[config.mk]
export PLATFORM = sky130hd
export DESIGN_NAME = ai_mc_cmd_arb
export DESIGN_NICKNAME = d
export VERILOG_FILES = /design/src/rtl/ai_mc_pkg.sv /design/src/rtl/ai_mc_rr_pick.sv /design/src/rtl/ai_mc_cmd_arb.sv
export SDC_FILE = /design/constraint.sdc
export NUM_CORES = 1
export LEC_CHECK = 0
export CAP_MARGIN = 10
export CORE_MARGIN = 2
export CORE_UTILIZATION = 40
export CTS_CLUSTER_SIZE = 28
export DETAILED_ROUTE_END_ITERATION = 8
export PLACE_DENSITY = 0.79
export SLEW_MARGIN = 20
export SYNTH_ARGS = -nofsm -noshare
export SYNTH_HDL_FRONTEND = slang
export SYNTH_SLANG_ARGS = --single-unit
[constraint.sdc]
create_clock -name clk -period 2.95 [get_ports clk]
set_input_delay 0.7375 -clock clk [delete_from_list [all_inputs] [get_ports clk]]
set_output_delay 0.7375 -clock clk [all_outputs]
set_load 0.005 [all_outputs]
[src/rtl/ai_mc_pkg.sv]
// ai_mc_pkg
//   Shared types and helpers for the memory-controller command arbiter.
//   - arb_state_t : arbiter FSM states (IDLE, SPLIT, ISSUE, DONE)
//   - beat_bytes  : bytes transferred per data beat for a given bus width
package ai_mc_pkg;

  typedef enum logic [1:0] {
    IDLE  = 2'd0,
    SPLIT = 2'd1,
    ISSUE = 2'd2,
    DONE  = 2'd3
  } arb_state_t;

  function automatic int beat_bytes(input int data_w);
    return data_w / 8;
  endfunction

endpackage

[src/rtl/ai_mc_rr_pick.sv]
// ai_mc_rr_pick
//   Combinational round-robin picker. Searches the request vector cyclically,
//   starting one position after last_grant, and reports the first hit.
// Ports
//   req        in   N_REQ          request vector
//   last_grant in   $clog2(N_REQ)  most recently served requester
//   found      out  1              at least one request is set
//   idx        out  $clog2(N_REQ)  winning requester index
module ai_mc_rr_pick #(
  parameter  int N_REQ = 4,
  localparam int IDX_W = $clog2(N_REQ)
) (
  input  logic [N_REQ-1:0] req,
  input  logic [IDX_W-1:0] last_grant,
  output logic             found,
  output logic [IDX_W-1:0] idx
);

  logic [IDX_W:0]   sum  [N_REQ];
  logic [IDX_W-1:0] cand [N_REQ];
  logic [N_REQ-1:0] hit;

  // cand[gi] is the requester gi+1 positions after last_grant, wrapped mod N_REQ.
  // sum never reaches 2*N_REQ, so one conditional subtraction is enough.
  generate
    for (genvar gi = 0; gi < N_REQ; gi++) begin : g_cand
      assign sum[gi]  = {1'b0, last_grant} + (IDX_W+1)'(gi + 1);
      assign cand[gi] = (sum[gi] >= (IDX_W+1)'(N_REQ)) ?
                        IDX_W'(sum[gi] - (IDX_W+1)'(N_REQ)) : IDX_W'(sum[gi]);
      assign hit[gi]  = req[cand[gi]];
    end
  endgenerate

  // Walk from the far end so the nearest candidate to last_grant wins.
  always_comb begin
    found = |hit;
    idx   = '0;
    for (int k = N_REQ - 1; k >= 0; k--) begin
      if (hit[k]) idx = cand[k];
    end
  end

endmodule

[src/rtl/ai_mc_cmd_arb.sv]
// ai_mc_cmd_arb
//   Round-robin arbiter/splitter sharing one rd/wr command port between N_REQ
//   requesters. Each request is split into chunks of at most MAX_BEATS beats
//   that never cross a BOUNDARY-byte page. Sequencing only, no data path.
// Ports
//   clk, rst                      clock; synchronous active-high reset
//   req_valid/we/addr/len   in    per-requester request (held until req_ready)
//   req_ready               out   one-cycle completion pulse per requester
//   rd_cmd_valid/addr/len   out   read chunk command, rd_cmd_ready handshake
//   wr_cmd_valid/addr/len   out   write chunk command, wr_cmd_ready handshake
//   grant_id                out   requester being served (held in IDLE)
//   busy                    out   FSM not in IDLE
//   arb_error               out   sticky watchdog flag
// Configuration
//   AI_MC_ARB_TIMEOUT_EN : when defined, a watchdog counts ISSUE cycles with
//   ready low and sets arb_error on reaching TIMEOUT_CYC. Otherwise arb_error=0.
module ai_mc_cmd_arb
  import ai_mc_pkg::*;
#(
  parameter int N_REQ       = 4,
  parameter int ADDR_W      = 32,
  parameter int LEN_W       = 16,
  parameter int DATA_W      = 32,
  parameter int MAX_BEATS   = 16,
  parameter int BOUNDARY    = 4096,
  parameter int TIMEOUT_CYC = 256
) (
  input  logic                       clk,
  input  logic                       rst,
  input  logic [N_REQ-1:0]           req_valid,
  input  logic [N_REQ-1:0]           req_we,
  input  logic [N_REQ*ADDR_W-1:0]    req_addr,
  input  logic [N_REQ*LEN_W-1:0]     req_len,
  output logic [N_REQ-1:0]           req_ready,
  output logic                       rd_cmd_valid,
  input  logic                       rd_cmd_ready,
  output logic [ADDR_W-1:0]          rd_cmd_addr,
  output logic [LEN_W-1:0]           rd_cmd_len,
  output logic                       wr_cmd_valid,
  input  logic                       wr_cmd_ready,
  output logic [ADDR_W-1:0]          wr_cmd_addr,
  output logic [LEN_W-1:0]           wr_cmd_len,
  output logic [$clog2(N_REQ)-1:0]   grant_id,
  output logic                       busy,
  output logic                       arb_error
);

  localparam int IDX_W      = $clog2(N_REQ);
  localparam int BEAT_BYTES = beat_bytes(DATA_W);
  localparam int OFF_W      = $clog2(BEAT_BYTES);
  localparam int PAGE_W     = $clog2(BOUNDARY);
  localparam logic [ADDR_W-1:0] LOW_MASK = ADDR_W'(BEAT_BYTES - 1);
  localparam logic [PAGE_W:0]   MAX_PAGE = (PAGE_W+1)'(MAX_BEATS);
  localparam logic [LEN_W-1:0]  MAX_LEN  = LEN_W'(MAX_BEATS);

  arb_state_t       state_reg, state_next;
  logic [IDX_W-1:0] last_grant_reg, last_grant_next;
  logic [IDX_W-1:0] cur_id_reg, cur_id_next;
  logic             cur_we_reg, cur_we_next;
  logic [ADDR_W-1:0] cur_addr_reg, cur_addr_next;
  logic [LEN_W-1:0] rem_reg, rem_next;
  logic [LEN_W-1:0] chunk_reg, chunk_next;

  logic [ADDR_W-1:0] addr_arr [N_REQ];
  logic [LEN_W-1:0]  len_arr  [N_REQ];

  generate
    for (genvar gi = 0; gi < N_REQ; gi++) begin : g_unpack
      assign addr_arr[gi]  = req_addr[gi*ADDR_W +: ADDR_W];
      assign len_arr[gi]   = req_len[gi*LEN_W +: LEN_W];
      assign req_ready[gi] = (state_reg == DONE) && (cur_id_reg == IDX_W'(gi));
    end
  endgenerate

  logic             pick_found;
  logic [IDX_W-1:0] pick_idx;

  ai_mc_rr_pick #(.N_REQ(N_REQ)) u_pick (
    .req        (req_valid),
    .last_grant (last_grant_reg),
    .found      (pick_found),
    .idx        (pick_idx)
  );

  // Beats left before the page boundary. cur_addr is beat-aligned, so this is
  // always at least one beat.
  logic [PAGE_W:0]  page_bytes;
  logic [PAGE_W:0]  page_beats;
  logic [LEN_W-1:0] lim_beats;

  assign page_bytes = (PAGE_W+1)'(BOUNDARY) - {1'b0, cur_addr_reg[PAGE_W-1:0]};
  assign page_beats = page_bytes >> OFF_W;
  assign lim_beats  = (page_beats < MAX_PAGE) ? LEN_W'(page_beats) : MAX_LEN;

  logic cmd_ready;
  assign cmd_ready = cur_we_reg ? wr_cmd_ready : rd_cmd_ready;

  always_comb begin
    state_next      = state_reg;
    last_grant_next = last_grant_reg;
    cur_id_next     = cur_id_reg;
    cur_we_next     = cur_we_reg;
    cur_addr_next   = cur_addr_reg;
    rem_next        = rem_reg;
    chunk_next      = chunk_reg;
    case (state_reg)
      IDLE: begin
        if (pick_found) begin
          cur_id_next   = pick_idx;
          cur_we_next   = req_we[pick_idx];
          cur_addr_next = addr_arr[pick_idx] & ~LOW_MASK;
          rem_next      = len_arr[pick_idx];
          state_next    = (len_arr[pick_idx] == '0) ? DONE : SPLIT;
        end
      end
      SPLIT: begin
        chunk_next = (rem_reg < lim_beats) ? rem_reg : lim_beats;
        state_next = ISSUE;
      end
      ISSUE: begin
        if (cmd_ready) begin
          cur_addr_next = cur_addr_reg + (ADDR_W'(chunk_reg) << OFF_W);
          rem_next      = rem_reg - chunk_reg;
          state_next    = (rem_reg == chunk_reg) ? DONE : SPLIT;
        end
      end
      DONE: begin
        last_grant_next = cur_id_reg;
        state_next      = IDLE;
      end
      default: state_next = IDLE;
    endcase
  end

  always_ff @(posedge clk) begin
    if (rst) begin
      state_reg      <= IDLE;
      last_grant_reg <= IDX_W'(N_REQ - 1);
      cur_id_reg     <= '0;
      cur_we_reg     <= 1'b0;
      cur_addr_reg   <= '0;
      rem_reg        <= '0;
      chunk_reg      <= '0;
    end else begin
      state_reg      <= state_next;
      last_grant_reg <= last_grant_next;
      cur_id_reg     <= cur_id_next;
      cur_we_reg     <= cur_we_next;
      cur_addr_reg   <= cur_addr_next;
      rem_reg        <= rem_next;
      chunk_reg      <= chunk_next;
    end
  end

  // Idle channel reads zero so downstream sees clean addr/len.
  assign rd_cmd_valid = (state_reg == ISSUE) && !cur_we_reg;
  assign wr_cmd_valid = (state_reg == ISSUE) &&  cur_we_reg;
  assign rd_cmd_addr  = rd_cmd_valid ? cur_addr_reg : '0;
  assign rd_cmd_len   = rd_cmd_valid ? chunk_reg    : '0;
  assign wr_cmd_addr  = wr_cmd_valid ? cur_addr_reg : '0;
  assign wr_cmd_len   = wr_cmd_valid ? chunk_reg    : '0;
  assign grant_id     = cur_id_reg;
  assign busy         = (state_reg != IDLE);

`ifdef AI_MC_ARB_TIMEOUT_EN
  localparam int TO_W = $clog2(TIMEOUT_CYC + 1);
  localparam logic [TO_W-1:0] TO_LIMIT = TO_W'(TIMEOUT_CYC);

  logic [TO_W-1:0] to_cnt_reg;
  logic            arb_error_reg;

  // Counter saturates at the limit; the error flag sets on the edge the count
  // reaches TIMEOUT_CYC and only reset clears it.
  always_ff @(posedge clk) begin
    if (rst) begin
      to_cnt_reg    <= '0;
      arb_error_reg <= 1'b0;
    end else if ((state_reg == ISSUE) && !cmd_ready) begin
      if (to_cnt_reg != TO_LIMIT) to_cnt_reg <= to_cnt_reg + 1'b1;
      if (to_cnt_reg >= TO_LIMIT - 1'b1) arb_error_reg <= 1'b1;
    end else begin
      to_cnt_reg <= '0;
    end
  end

  assign arb_error = arb_error_reg;
`else
  assign arb_error = 1'b0;
`endif

endmodule
==> flow_summary.yaml <==
outcome:
  run_status: "finished, final reports clean"
timing:
  worstMarginPinSlew_ns: 0.7069
  tns_ns: 0
  slew_headroom: 0.5282
  finClkSkew_ns: 0.006909
  finalCritPeriodShare: 0.9869
  max_slew_vio_count: 0
  finalHoldViolations: 0
  post-route-min-period_ns: 2.911
  setup_viol: 0
  achievable-frequency_ghz: 0.3435
  timing.hold.ws_ns: 0.5140
  setup_ws_ns: 0.03876
layout:
  drive_gt1_frac: 0.1277
  flip_flop_count_of_the_largest_register_after_layout: 30
  finish.cell_count_without_fillers: 1592
  area_growth_pct: 58.70
  finalNetCount: 1606
  diodes: 0
  filler_cell_count: 1570
  finalCoreUtilization: 0.6476
  multiInputGateArea_um2: 5605
  design_area_um2: 11630
  area.sequential_um2: 1385
detailed_routing:
  dr.pass1.iters: 6
  finalWirelength_mm: 30.48
  route.vias.total: 9297
  highest-signal-layer: "met4"
  met3_wirelength_mm: 2.776
  m1WireLength_mm: 11.69
  drtAntennaViolNets: 0
  initialDrtViolationCount: 753
  met2_length_mm: 14.79
  drt-vias-per-instance: 5.840
  drc_errors: 0
  routed_wire_length_per_instance_um: 19.14
die:
  die_x_um: 139.4
  die_y_um: 139.4
  die_area_um2: 19430
  core_um2: 17960
  initial_core_util: 0.4081
  io_pins: 310
  placement_rows: 49
critical_path:
  timing.setup.critical_path_class: "flop to flop"
  worstSetupStartpointType: "flop"
  critical_path_capture_point_type: "flop"
  critical_path_required_ns: 3.23
  crit_path_max_fanout: 4
  cp_data_arrival_time_ns: 3.20
placement:
  numPlacedInstances: 1564
  place_congestion: 0.9658
  port-buffer-count: 296
  placed_cell_area_um2: 11110
  detailed_placement_wirelength_estimate_mm: 24.08
  place_ws_ns: -0.4643
job:
  max-cap-violations: 0
clocking:
  cts-htree-levels: 3
  clk_path_buf_depth: 2
  tritoncts: "done"
  clock_sinks: 69
  clkSlewWorstSetupHoldPaths_ns: 0.06
  postCtsHoldBufs: 0
  clock-root-buffer: "clkbuf_16"
  clk-insertion-delay-late_ns: 0.35
  cts_buffers: 9
global_route:
  global_route_wire_length_before_repair_mm: 47.03
  grt.total_usage: 0.3023
  globalRoute.totalOverflow: 0
  antenna_found_initial: 0
  grt_pass1_vias: 8896
  grt_start_max_net_pins: 59
synth:
  syn_avg_cell_area_um2: 7.244
  number_of_flops_mapped_to_enable_cells_by_yosys: 0
  yosysMostFrequentCell: "nand2_1"
  yosysTopAreaCell: "dfxtp_1"
  mapped_area_um2: 7331
  synth.lib_cells_used.distinct: 78
  postSynth.asyncResetShare: 0
  post_synth_most_frequent_cells: "nand2_1, dfxtp_1, and2_1"
  synth-seq-cells: 69
  postSynth.topFlopCell: "dfxtp_1"
  dominant_cells_by_area_after_synthesis: "dfxtp_1, mux2i_1, ha_1"
  synth_largest_type_area_fraction: 0.1884
  yosysWarningCount: 0
  post_synth_inst_count: 1012
  synth-seq-area-share: 0.1884
pwr:
  power_per_cell_area_nw_per_um2: 405.5
  totalPowerFinal_mw: 4.717
  vdd_drop_max_v: 0.0003226
  total_leakage_power_nw: 4.838
worst_hold_path:
  holdCritPathClass: "flop to flop"
## report_power, final
group	switching, mW	leakage (nW)	internal [mW]
logic	1.17	4.11	1.13
clock network	0.441	0.158	0.720
registers	0.190	0.571	1.06
## area by class of cell
class,instances,area share
tap,229,0.02463
clock inverter,4,0.003872
multi-input combinational,838,0.4818
sequential,69,0.1191
timing repair buffer,409,0.3377
clock buffer,12,0.02291
inverter,31,0.01000
## kinds of logic (layout without fill, tap and decap cells)
kind of cell,after synthesis,after routing,share of synthesized area
flops,69,69,0.1884
mux,62,62,0.08551
compound gates,280,280,0.2642
xor+xnor,17,17,0.02031
simple gates,424,424,0.2946
buf+inv,114,456,0.06878
other cells,2,11,0.001024
fa+ha+maj,44,44,0.07715
## final timing paths
kind	depth (start not counted)	to	slack, ns	from
min reg2reg	2	grant_id[1]$_SDFFE_PP0P_	0.51	grant_id[1]$_SDFFE_PP0P_
max reg2reg	14	chunk_reg[1]$_SDFFE_PP0P_	0.04	cur_addr_reg[2]$_SDFFE_PP0P_
min	2	grant_id[1]$_SDFFE_PP0P_	0.51	grant_id[1]$_SDFFE_PP0P_
max	14	chunk_reg[1]$_SDFFE_PP0P_	0.04	cur_addr_reg[2]$_SDFFE_PP0P_
## layer usage
metal,vias to the layer above,global-route usage
met3,96,0.08844
met1,4312,0.3459
met5,-,0
met4,0,0.1180
li1,4420,-
met2,469,0.5299
## repair_timing
action / 4_1_cts / 5_1_grt
pin swaps: 7 / 9
endpoints found under the setup margin: 5 / 49
cloned: 1 / 0
setup buffers: 6 / 5
gates resized for setup: 8 / 20
## critical path, stage by stage (launching register included)
cell      delay [ns]
dfxtp_2         0.35
inv_2           0.06
ha_4            0.16
nor3b_4         0.15
mux2i_2         0.18
nor3_4          0.28
nand2_2         0.13
ha_4            0.22
o21a_1          0.18
nor2_1          0.15
a311oi_2        0.07
nor3_2          0.26
buf_4           0.21
mux2_4          0.32
a21oi_2         0.13
## placed cells by master, fill, tap and decap left out, types with 32 or more instances in the layout
cell	instances
nor3_1	38
o21ai_0	43
nor2_1	46
and2_1	60
and3_1	57
a21oi_1	54
nand2_1	133
buf_4	102
dfxtp_1	66
clkdlybuf4s50_1	292
a211oi_1	47
nand3_1	32
ha_1	40
mux2i_1	56
(Power assumes the default switching activity.)
